File: src/rtl/div_pkg.sv
// rtl/div_pkg.sv - shared state encoding and sizing helpers for the sequential divider
package div_pkg;

  localparam int DIV_WIDTH = 4;

  typedef enum logic [1:0] {
    IDLE = 2'd0,
    CALC = 2'd1,
    DONE = 2'd2
  } state_e;

  // Iteration counter width; a 1-bit counter is the floor so WIDTH=1 still elaborates.
  function automatic int cnt_width(input int w);
    return (w > 1) ? $clog2(w) : 1;
  endfunction

endpackage

File: src/rtl/div_step.sv
// rtl/div_step.sv - one restoring-division iteration: trial subtract, sign test, select
module div_step #(
  parameter int WIDTH = 4
) (
  input  logic [WIDTH-1:0] p_i,
  input  logic             msb_i,
  input  logic [WIDTH-1:0] b_i,
  output logic [WIDTH-1:0] p_o,
  output logic             q_o
);

  logic [WIDTH:0] trial;

  // A non-negative trial difference means the divisor fits: keep the difference, quotient bit 1.
  always_comb begin
    trial = {p_i, msb_i} - {1'b0, b_i};
    q_o   = ~trial[WIDTH];
    p_o   = q_o ? trial[WIDTH-1:0] : {p_i[WIDTH-2:0], msb_i};
  end

endmodule

File: src/rtl/div4bits_seq.sv
// rtl/div4bits_seq.sv - sequential restoring divider with start/done handshake (option: DIV4_EARLY_EXIT_EN)
module div4bits_seq
  import div_pkg::*;
#(
  parameter int WIDTH = DIV_WIDTH
) (
  input  logic             clk,
  input  logic             rst_n,
  input  logic             start,
  input  logic [WIDTH-1:0] A,
  input  logic [WIDTH-1:0] B,
  output logic [WIDTH-1:0] Q,
  output logic [WIDTH-1:0] R,
  output logic             busy,
  output logic             done,
  output logic             DivZero
);

  localparam int CW = cnt_width(WIDTH);

  state_e           state_q, state_d;
  logic [WIDTH-1:0] dvd_q, dvd_d;   // dividend shifts out MSB-first, quotient bits fill the LSBs
  logic [WIDTH-1:0] dvs_q, dvs_d;
  logic [WIDTH-1:0] p_q, p_d;
  logic [CW-1:0]    cnt_q, cnt_d;
  logic [WIDTH-1:0] q_q, q_d;
  logic [WIDTH-1:0] r_q, r_d;
  logic             dz_q, dz_d;

  logic [WIDTH-1:0] step_p;
  logic             step_q;

  div_step #(.WIDTH(WIDTH)) u_step (
    .p_i   (p_q),
    .msb_i (dvd_q[WIDTH-1]),
    .b_i   (dvs_q),
    .p_o   (step_p),
    .q_o   (step_q)
  );

  // State and datapath registers; reset abandons any division in flight.
  always_ff @(posedge clk or negedge rst_n) begin
    if (!rst_n) begin
      state_q <= IDLE;
      dvd_q   <= '0;
      dvs_q   <= '0;
      p_q     <= '0;
      cnt_q   <= '0;
      q_q     <= '0;
      r_q     <= '0;
      dz_q    <= 1'b0;
    end else begin
      state_q <= state_d;
      dvd_q   <= dvd_d;
      dvs_q   <= dvs_d;
      p_q     <= p_d;
      cnt_q   <= cnt_d;
      q_q     <= q_d;
      r_q     <= r_d;
      dz_q    <= dz_d;
    end
  end

  // Next-state and datapath update; results only change on the transition into DONE.
  always_comb begin
    state_d = state_q;
    dvd_d   = dvd_q;
    dvs_d   = dvs_q;
    p_d     = p_q;
    cnt_d   = cnt_q;
    q_d     = q_q;
    r_d     = r_q;
    dz_d    = dz_q;

    case (state_q)
      IDLE: begin
        if (start) begin
          if (B == '0) begin
            state_d = DONE;
            q_d     = '1;
            r_d     = A;
            dz_d    = 1'b1;
          end
`ifdef DIV4_EARLY_EXIT_EN
          else if (A < B) begin
            state_d = DONE;
            q_d     = '0;
            r_d     = A;
            dz_d    = 1'b0;
          end
`endif
          else begin
            state_d = CALC;
            dvd_d   = A;
            dvs_d   = B;
            p_d     = '0;
            cnt_d   = CW'(WIDTH - 1);
          end
        end
      end

      CALC: begin
        p_d   = step_p;
        dvd_d = {dvd_q[WIDTH-2:0], step_q};
        if (cnt_q == '0) begin
          state_d = DONE;
          q_d     = {dvd_q[WIDTH-2:0], step_q};
          r_d     = step_p;
          dz_d    = 1'b0;
        end else begin
          cnt_d = cnt_q - CW'(1);
        end
      end

      DONE: begin
        state_d = IDLE;
      end

      default: begin
        state_d = IDLE;
      end
    endcase
  end

  assign busy    = (state_q != IDLE);
  assign done    = (state_q == DONE);
  assign Q       = q_q;
  assign R       = r_q;
  assign DivZero = dz_q;

endmodule

File: config.mk
export PLATFORM = sky130hd
export DESIGN_NAME = div4bits_seq
export DESIGN_NICKNAME = d
export VERILOG_FILES = /design/src/rtl/div_pkg.sv /design/src/rtl/div_step.sv /design/src/rtl/div4bits_seq.sv
export SDC_FILE = /design/constraint.sdc
export NUM_CORES = 1
export LEC_CHECK = 0
export ABC_AREA = 0
export CORE_MARGIN = 4
export CORE_UTILIZATION = 47
export CTS_BUF_LIST = sky130_fd_sc_hd__clkbuf_16
export CTS_CLUSTER_SIZE = 25
export DETAILED_ROUTE_END_ITERATION = 10
export HOLD_SLACK_MARGIN = 0.15
export PLACE_DENSITY = 0.81
export SLEW_MARGIN = 20
export SYNTH_ARGS = -nofsm -noshare
export SYNTH_HDL_FRONTEND = slang
export SYNTH_SLANG_ARGS = --single-unit
File: constraint.sdc
create_clock -name clk -period 2.2 [get_ports clk]
set_input_delay 0.22 -clock clk [delete_from_list [all_inputs] [get_ports clk]]
set_output_delay 0.22 -clock clk [all_outputs]
set_load 0.05 [all_outputs]
# == Yosys cells after proc, flatten, opt, wreduce, memory -nomap -nowiden ==
# Index checks and enable logic that the tools add are counted.
# W data, S select, Z words.
# op_classes
reduce_logical,10
bitwise,2
n_eq_ne,7
muxes,27
add_sub_neg,2
# ops
op,n
$mux W4,11
$pmux W4 S2,4
$mux W2,6
$ne A2 B2 Y1 const B,5
$pmux W2 S2,2
$reduce_and A4 Y1,2
$reduce_and A3 Y1,2
$sub A5 B4 Y5,1
$logic_not A2 Y1,2
$logic_not A4 Y1,1
$reduce_bool A2 Y1,2
$mux W1,3
$eq A2 B1 Y1 const B,1
$eq A2 B2 Y1 const B,1
$not A1 Y1,2
$pmux W1 S2,1
$reduce_and A2 Y1,1
$sub A2 B1 Y2 const B,1
# totals
wordCells,56
out_inout_bits,11
in_bits,11
regBits,25

# == Longest topological paths before layout ==
# Gate-level depths: netlist of the first run.
# depth
ltp_word,4
mapped_depth,8
mapped_depth_nobuf,8

# == Cells and area by module ==
# A second synthesis of the first run with hierarchy kept.
# unflattened
cells_unflattened,115
area_unflattened_um2,1333.8
# by_module_without_submodules
mod,area_per_inst_um2,cells_per_inst,instances,seq_area_each_um2
div4bits_seq,1129.8,91,1,625.6
div_step,203.9,24,1,0.0

# == Least setup slack after synthesis of the first run ==
# OpenSTA, ideal clock, no wires.
# synth_path
path_kind,reg2reg
from,register dvd_q[3]
to,register r_q[1] (netlist: R[1])
setup_ps,137
path_slack_ps,115
n_path_buf,0
t_arrival_ps,1948
period_less_slack_ps,2085
stages_incl_launch_ff,9
required_ps,2063
path_cell_list,dfrtp_1 > inv_1 > ha_1 > fa_1 > nand2b_1 > o2bb2ai_2 > and4b_2 > a311oi_1 > a31oi_1
# synth_via
elab_chain_cells,4
# synth_lines
element,line,source
"start, declared",div4bits_seq.sv:22,"logic [WIDTH-1:0] dvd_q, dvd_d;"
"start signal, assigned",div4bits_seq.sv:54,dvd_q <= dvd_d;
$sub A5 B4 Y5,div_step.sv:16,"trial = {p_i, msb_i} - {1'b0, b_i};"
$mux W4,div_step.sv:18,"p_o = q_o ? trial[WIDTH-1:0] : {p_i[WIDTH-2:0], msb_i};"
$mux W4,div4bits_seq.sv:105,if (cnt_q == '0) begin
$pmux W4 S2,div4bits_seq.sv:75,case (state_q)
"end signal, assigned",div4bits_seq.sv:59,r_q <= r_d;
"end, declared",div4bits_seq.sv:27,"logic [WIDTH-1:0] r_q, r_d;"
# No other way between the ends. The select of a mux whose other input is x is not followed.
# A chain may end at the register's enable or synchronous reset.

# == Final worst setup path of the first run ==
# layout_path
from,register dvd_q[3]
to,register r_q[3] (netlist: R[3])
# Same word-level chain as after synthesis.

==> results.json, run 1 <==
{
  "grt_max_degree": 26,
  "crit_type": "reg -> reg",
  "syn_area_mm2": 0.00135,
  "seq_area_frac_synth_pct": 46.2,
  "hold_slack_ns": 0.315,
  "nets": 179,
  "ys_ff_latch": 25,
  "placementRows": 19,
  "min_period_ns": 2.07,
  "die_w_um": 61.7,
  "clkSinkCount": 25,
  "io_pins": 22,
  "end_kind": "flip-flop",
  "dieHeight_um": 61.7,
  "yosysWarnings": 0,
  "cts_tree": "yes",
  "finalHoldViolCount": 0,
  "start_kind": "flip-flop",
  "grt_pass1_vias": 990,
  "drt_iter0_markers": 28,
  "worst_pin_slew_ns": 0.715,
  "firstDrtPassIters": 4,
  "cp.required_ns": 2.38,
  "drc": 0,
  "post_synth_num_cell_types": 32,
  "cpPeakStageDelay_ns": 0.36,
  "crit_arrival_ns": 2.26,
  "stdcell_area_mm2": 0.00175,
  "crit_fanout": 8,
  "h-tree-depth": 1,
  "grt_first_pass_wirelength_um": 4700,
  "post-route-period-util_pct": 94.2,
  "grt_antenna_before_repair": 0,
  "path_clk_slew_ns": 0.07,
  "port-buffer-count": 21,
  "start_util_pct": 49.1,
  "antenna_cells": 0,
  "grt_util_all_layers_pct": 17.2,
  "core_mm2": 0.00276,
  "skew_ns": 0.00449,
  "cts_buffers": 3,
  "cts_root_buffer": "clkbuf_16",
  "viasPerCell": 5.66,
  "dieArea_mm2": 0.00380,
  "fmax_mhz": 483,
  "final_cell_mix": "dfrtp_1, clkdlybuf4s50_1, nand2_1",
  "drv_cap": 0,
  "crit_chain": "inv_1 -> ha_1 -> fa_2 -> nand2b_4 -> o2bb2ai_4 -> xnor2_1 -> buf_4 -> nand2b_1 -> a41oi_2",
  "cts_buffer_depth": 2,
  "avgSynthCellArea_um2": 10.0,
  "final_common_cell": "dfrtp_1",
  "placed_area_mm2": 0.00161,
  "ant_nets": 0,
  "slew_headroom_pct": 52.2,
  "drive_gt1_share_pct": 19.3,
  "syn_inst": 135,
  "wl_per_cell_um": 15.5,
  "grt-ovfl-total": 0,
  "insertion_delay_ns": 0.26,
  "hpwl_um": 2150,
  "finalMaxSlewViolations": 0,
  "hold_path_class": "in -> async",
  "holdBufCountCts": 0,
  "setup_viol": 0,
  "synth_fp_nets": 152,
  "rsz0062_at_grt": "no",
  "slowest_stage": "dfrtp_1",
  "syn_to_final_growth_pct": 29.2,
  "finalWeightedCongestion": 0.845,
  "vias": 1087,
  "wl_um": 2970,
  "status": "complete, no violations"
}
-- cells in the mapped netlist --
master     instances  area (um2)
o211ai_1           1        7.51
a31oi_1            7        43.8
a21oi_1            4        20.0
o21ai_0            5        25.0
ha_1               5        62.6
and4b_2            3        33.8
xnor2_1            2        17.5
nor2b_1            2        12.5
o22a_2             4        40.0
inv_1             10        37.5
o2bb2ai_2          1        15.0
a41oi_1            1        8.76
fa_1               1        20.0
mux2i_1            1        10.0
o21a_1             1        7.51
or4_4              1        11.3
nand3_1            6        30.0
nand3b_1           2        15.0
mux2_2             4        45.0
xor2_1             1        8.76
nand2_1           17        63.8
or2_2              1        6.26
dfrtp_1           25         626
o41ai_4            1        27.5
nand2b_1           3        18.8
nor2_1            15        56.3
or3_1              2        12.5
a22oi_1            1        7.51
nor3_1             1        5.00
a311oi_1           2        17.5
buf_6              3        33.8
clkbuf_1           2        7.51
-- stage by stage --
| stage | setup WS (ns) | cells | utilization [%] | setup TNS, ns |
|---|---|---|---|---|
| 2_1_floorplan | 0.115 | 135 | - | 0 |
| 3_3_place_gp | 0.0801 | 187 | 58.4 | 0 |
| 3_5_place_dp | -0.00426 | 187 | 58.4 | -0.00426 |
| 4_1_cts | -0.0150 | 191 | 61.4 | -0.0255 |
| 5_1_grt | 0.00564 | 192 | 63.4 | 0 |
| 6_report | 0.128 | 192 | 63.4 | 0 |
-- cells by family after synthesis --
group / after synthesis / share of synthesized area [%]
and+or+nand+nor: 53 / 19.6
AOI/OAI and AO/OA: 28 / 16.3
DFF: 25 / 46.2
buffers and inverters: 15 / 5.82
adders and majority gates: 6 / 6.10
muxes: 5 / 4.07
xor gates and xnor gates: 3 / 1.94
-- path summary, 6_finish.rpt --
| path | from | to | slack [ns] | depth (start not counted) |
|---|---|---|---|---|
| setup / recovery | dvd_q[3] | R[3] | 0.13 | 9 |
| setup reg to reg | dvd_q[3] | R[3] | 0.13 | 9 |
| max in group asynchronous | rst_n | cnt_q[1] | 1.64 | 2 |
| min in group clk | cnt_q[0] | cnt_q[0] | 0.49 | 1 |
| hold reg to reg | cnt_q[0] | cnt_q[0] | 0.49 | 1 |
| hold / removal | rst_n | dvd_q[2] | 0.32 | 2 |
-- sequential cells by signal (all words and copies together), names as in the netlist --
| register | cells |
|---|---|
| p_q | 4 |
| DivZero | 1 |
| state_q | 2 |
| R | 4 |
| dvd_q | 4 |
| dvs_q | 4 |
| Q | 4 |
| cnt_q | 2 |
-- repair_timing --
item | 4_1_cts | 5_1_grt
pin swaps | 0 | 3
resized for setup | 0 | 8
endpoints found under the setup margin | 2 | 8
setup buffers | 0 | 1
-- layer usage --
| layer | GRT usage [%] | vias to the layer above | part of all wire (%) |
|---|---|---|---|
| li1 | - | 529 | - |
| met1 | 22.7 | 531 | 44 |
| met2 | 27.7 | 20 | 51 |
| met3 | 2.52 | 7 | 2.7 |
| met4 | 7.88 | 0 | 2.1 |
| met5 | 0 | - | 0 |
-- worst max-delay path, delay by kind of cell, from the launching register on --
kind	cells	cell delay, ns
flip-flops	1	0.36
XOR/XNOR	1	0.15
AO/OA/AOI/OAI	2	0.36
AND/OR/NAND/NOR	2	0.33
adder cells (fa/ha/maj)	2	0.56
buffers and inverters	2	0.23
-- layout make-up --
class,count,area [um2]
inverters,10,37.5
well taps,31,38.8
repair buffers,27,268
clock buffers,3,75.1
flip-flops and latches,25,626
fillers,212,1010
clock inverters,1,7.51
multi-input cells,95,697
Power of run 1 is not shown: default switching activity piles up to over one toggle a cycle in this logic, so the estimate is an artifact.
==> run 2, diff against run 1 <==
--- a/config.mk
+++ b/config.mk
@@ -6,6 +6,7 @@
 export NUM_CORES = 1
 export LEC_CHECK = 0
 export ABC_AREA = 0
+export ABC_CLOCK_PERIOD_IN_PS = 2200
 export CORE_MARGIN = 4
 export CORE_UTILIZATION = 47
 export CTS_BUF_LIST = sky130_fd_sc_hd__clkbuf_16
==> results of run 2 <==
Final layout, timing and power as in run 1 (identical DEF).
Power of run 2 is left out for the same reason.
